$ cat config.mk
export PLATFORM = sky130hd
export DESIGN_NAME = bus_port_fifo
export DESIGN_NICKNAME = d
export VERILOG_FILES = /design/src/rtl/bus_port_fifo.sv
export SDC_FILE = /design/constraint.sdc
export NUM_CORES = 1
export LEC_CHECK = 0
export ABC_AREA = 1
export CORE_MARGIN = 10
export CORE_UTILIZATION = 60
export CTS_CLUSTER_DIAMETER = 40
export DETAILED_ROUTE_END_ITERATION = 10
export PLACE_DENSITY = 0.85
export SLEW_MARGIN = 5
export SYNTH_ARGS = -nofsm -noshare
export SYNTH_HDL_FRONTEND = slang
export SYNTH_SLANG_ARGS = --single-unit
$ cat constraint.sdc
create_clock -name clk -period 3.8 [get_ports clk]
set_input_delay 1.14 -clock clk [delete_from_list [all_inputs] [get_ports clk]]
set_output_delay 1.14 -clock clk [all_outputs]
set_load 0.005 [all_outputs]
$ cat src/rtl/bus_port_fifo.sv
// Bus port: device-side TX FIFO (first-word fall-through toward the bus arbiter)
// plus an address-filtered single-entry RX holding register toward the device.
module bus_port_fifo #(
  parameter int          pckg_sz = 16,
  parameter int          depth   = 8,
  parameter logic [7:0]  id      = 8'h00,
  parameter logic [7:0]  bcast   = 8'hFF
) (
  input  logic                     clk,
  input  logic                     reset,
  input  logic                     dev_wr,
  input  logic [pckg_sz-1:0]       dev_wdata,
  output logic                     dev_full,
  output logic                     pndng,
  output logic [pckg_sz-1:0]       D_pop,
  input  logic                     pop,
  input  logic                     push,
  input  logic [pckg_sz-1:0]       D_push,
  output logic                     rx_valid,
  output logic [pckg_sz-1:0]       rx_data,
  input  logic                     rx_ready,
  output logic [$clog2(depth):0]   count,
  output logic                     ovf,
  output logic                     rx_drop
);

  localparam int aw = $clog2(depth);
  localparam int cw = aw + 1;
  localparam logic [cw-1:0] full_cnt = cw'(depth);

  logic [pckg_sz-1:0] mem [depth];
  logic [aw-1:0]      wr_ptr;
  logic [aw-1:0]      rd_ptr;

  logic pop_ok;
  logic wr_ok;
  logic wr_lost;

  // ---------------- TX path ----------------
  assign pndng    = (count != '0);
  assign dev_full = (count == full_cnt);
  assign D_pop    = pndng ? mem[rd_ptr] : '0;

  // A pop on an empty FIFO never frees space, so an empty write+pop only enqueues.
  assign pop_ok  = pop && pndng;
  assign wr_ok   = dev_wr && (!dev_full || pop_ok);
  assign wr_lost = dev_wr && dev_full && !pop_ok;

  always_ff @(posedge clk) begin
    if (wr_ok) begin
      mem[wr_ptr] <= dev_wdata;
    end
  end

  always_ff @(posedge clk or negedge reset) begin
    if (!reset) begin
      wr_ptr <= '0;
      rd_ptr <= '0;
      count  <= '0;
      ovf    <= 1'b0;
    end else begin
      if (wr_ok) begin
        wr_ptr <= wr_ptr + 1'b1;
      end
      if (pop_ok) begin
        rd_ptr <= rd_ptr + 1'b1;
      end
      if (wr_ok && !pop_ok) begin
        count <= count + 1'b1;
      end else if (pop_ok && !wr_ok) begin
        count <= count - 1'b1;
      end
      if (wr_lost) begin
        ovf <= 1'b1;
      end
    end
  end

  // ---------------- RX path ----------------
  // Handshake: a packet transfers to the device in any cycle where
  // rx_valid=1 and rx_ready=1; rx_valid/rx_data are stable until then.
  logic [7:0] dest;
  logic       hit;
  logic       rx_hs;
  logic       rx_load;
  logic       rx_lost;

  assign dest    = D_push[pckg_sz-1 -: 8];
  assign hit     = push && ((dest == id) || (dest == bcast));
  assign rx_hs   = rx_valid && rx_ready;
  assign rx_load = hit && (!rx_valid || rx_hs);
  assign rx_lost = hit && rx_valid && !rx_ready;

  always_ff @(posedge clk or negedge reset) begin
    if (!reset) begin
      rx_valid <= 1'b0;
      rx_data  <= '0;
      rx_drop  <= 1'b0;
    end else begin
      rx_drop <= rx_lost;
      if (rx_load) begin
        rx_valid <= 1'b1;
        rx_data  <= D_push;
      end else if (rx_hs) begin
        rx_valid <= 1'b0;
      end
    end
  end

endmodule

==> summary.txt <==
Clock tree
  • CTS tree: yes
  • Clock Pin Slew Worst Setup and Hold Paths: 60 ps
  • CTS max path bufs: 2
  • TritonCTS Sinks: 157
  • TritonCTS Buffers: 17
  • Root Driver: clkbuf_8
  • Worst skew pair latency: 530 ps
  • H-tree Lvls: 4

Synthesis
  • Unique cell type count in the Yosys netlist: 27
  • Mean Syn Cell Area: 11.2 um^2
  • Ys Warns: 0
  • Area share of the largest cell type after synthesis: 59.1%
  • Post-synth top area cell: edfxtp_1
  • Syn nets: 626
  • Top cells by area, synth: edfxtp_1 59%, dfrtp_1 11%, nor2_1 9.4%, o21ai_0 5.9%, nand2_1 4.8%
  • Register area share after synthesis: 70.3%
  • Syn Std Cell Area: 6500 um^2
  • Number of synthesized register bits: 157
  • Gate Count Post-Synth: 582

Timing
  • Fmax: 270 MHz
  • Fin crit share: 97.3%
  • Fin Clk Skew: 12.3 ps
  • Final hold violation count: 0
  • Final Critical Period: 3700 ps
  • Pins Over Slew Limit: 0
  • Max-slew headroom: 56.5%
  • Slew @ Worst Pin: 650 ps
  • Final setup fails: 0
  • Setup_tns: 0 ps

Critical path
  • CP cell instances: inv_8 -> buf_12 -> nor2_1 -> o21ai_0 -> nor2_1 -> nor2_1 -> clkdlybuf4s50_1
  • CP Launch Type: flop
  • Critical path class: reg2out
  • Reg2Reg Depth: 12
  • Cell at the slowest stage of the critical path: dfrtp_4
  • Cell mode on critical path: nor2_1
  • CP max stage delay: 590 ps
  • R2r setup slk: 960 ps
  • WP data arrival: 2560 ps
  • R2r endpoint: count[3]
  • CP Data Required Time: 2660 ps
  • Reg2reg start: count[0]
  • Worst Setup End Kind: output pin
  • Crit Path Max Fanout: 44

Cells and area
  • N_diodes: 0
  • Syn-to-layout area delta: 23.0%
  • Share of cells above drive strength 1: 7.68%
  • Final net count: 708
  • Most frequent cells in the layout: 162 x nor2_1, 128 x edfxtp_1, 83 x nand2_1
  • Core Util, Final: 76.4%
  • Most common cell after layout, fill and taps aside: nor2_1

Die
  • Core footprint: 10500 um^2
  • Initial core utilization: 62.1%
  • Die Ht: 124 um
  • FP Rows: 37
  • Die span in x: 124 um
  • Num ports: 79
  • Die area: 15400 um^2

Routing
  • Pre-antenna DRT Iters: 5
  • Vias per cell: 5.72
  • Drt first-iter violations: 412
  • # DRC: 0
  • DR vias: 4652
  • Total Wirelength: 15.1 mm
  • Routed Antenna Nets: 0
  • DR WL/cell: 18.6 um

Power
  • VDD IR max: 0.418 mV
  • Pwr dens: 754 nW/um^2
  • P_leak: 3.04 nW

Global route
  • GRT Resource Usage Total: 20.0%
  • Initial antenna violation count: 0
  • Vias in the first global route: 4810
  • Largest net degree at the start of global routing: 45
  • First-pass GRT wire length: 23.3 mm
  • Remaining global-route overflow: 0

Worst hold path
  • Hold Path End: rx_data[12]
  • Hold Path Class: reg2reg
  • Hold path depth: 2
  • Worst hold path startpoint: rx_data[12]

Placed design
  • Routability cong.: 0.770
  • Post-DP HPWL: 8.78 mm
  • Port bufs: 78

Job
  • Max-Cap Viols: 0

Outcome
  • Run status: finished, final reports clean
## synth_stat cells, drive strengths merged
cell      n
o21bai    1
o21ai    84
nor4      1
dfrtp    29
nand4    17
inv      12
xnor2     3
nand3    22
edfxtp  128
or2       2
ha        5
a21oi     1
nor2    162
xor2      1
nand2    83
clkbuf   12
buf      18
fa        1
## metal layers
metal / track usage, % / up-vias / routed length, um
li1: - / 2175 / -
met1: 22.2 / 2229 / 5660
met2: 32.4 / 229 / 7570
met3: 9.41 / 19 / 1670
met4: 8.56 / 0 / 201
met5: 0 / - / 0
## report_power, final
group | internal, mW | total (mW) | switching, mW
sequential | 2.13 | 2.29 | 0.163
clock | 0.920 | 1.56 | 0.641
combinational | 0.929 | 2.18 | 1.25
## flip-flops by register name (all words and copies together), names as in the netlist
register / count
mem: 128
rx_data: 16
count: 4
rd_ptr: 3
wr_ptr: 3
ovf: 1
rx_drop: 1
rx_valid: 1
## through the flow
stage	power [mW]	setup WS [ps]	instances	hold WS (ps)	area, um^2
2_1_floorplan	3.49	1060	582	465	6500
3_3_place_gp	4.32	558	780	453	7430
3_5_place_dp	4.43	469	780	463	7430
4_1_cts	6.03	16.3	812	474	7990
5_1_grt	6.37	-34.8	813	485	8000
6_report	6.03	103	813	475	8000
## worst max-delay path by stage
stage	slack [ps]	cells after the start	endpoint	start
final	100	7	D_pop[1]	rd_ptr[0]
after global routing	-30	8	D_pop[13]	rd_ptr[0]
after CTS	20	7	D_pop[1]	rd_ptr[0]
after detailed placement	470	14	count[3]	pop
after global placement	560	13	count[3]	pop
after floorplan	1060	5	mem[0][0]	pop
## final cells by class
type                            instances  area (um^2)
Sequential cell                       157         4570
Inverter                               12         52.6
Multi-Input combinational cell        383         1730
Fill cell                             653         2470
Timing Repair Buffer                   93          918
Clock buffer                           18          418
Tap cell                              136          170
Clock inverter                         14          128
## repair_timing
action	CTS	global route
gates resized for setup	4	1
hold buffers	0	0
setup buffers	0	1
setup endpoints to repair	11	7
## critical path: cells and delay by family (launching register included)
kind | cells | cell delay [ps]
buf+inv | 3 | 900
flops | 1 | 590
simple gates | 3 | 290
compound gates | 1 | 220
## logic make-up (layout without fill, tap and decap cells)
logic type                 Yosys count  in the layout  share of synthesized area (%)
and+or+nand+nor                    287            287                           18.0
DFF                                157            157                           70.3
AOI/OAI and AO/OA                   86             86                           6.83
buffers and inverters               42            137                           3.04
adders and majority gates            6              6                           1.27
xor gates and xnor gates             4              4                          0.539
Note: power is estimated with default switching activity, not from simulation.
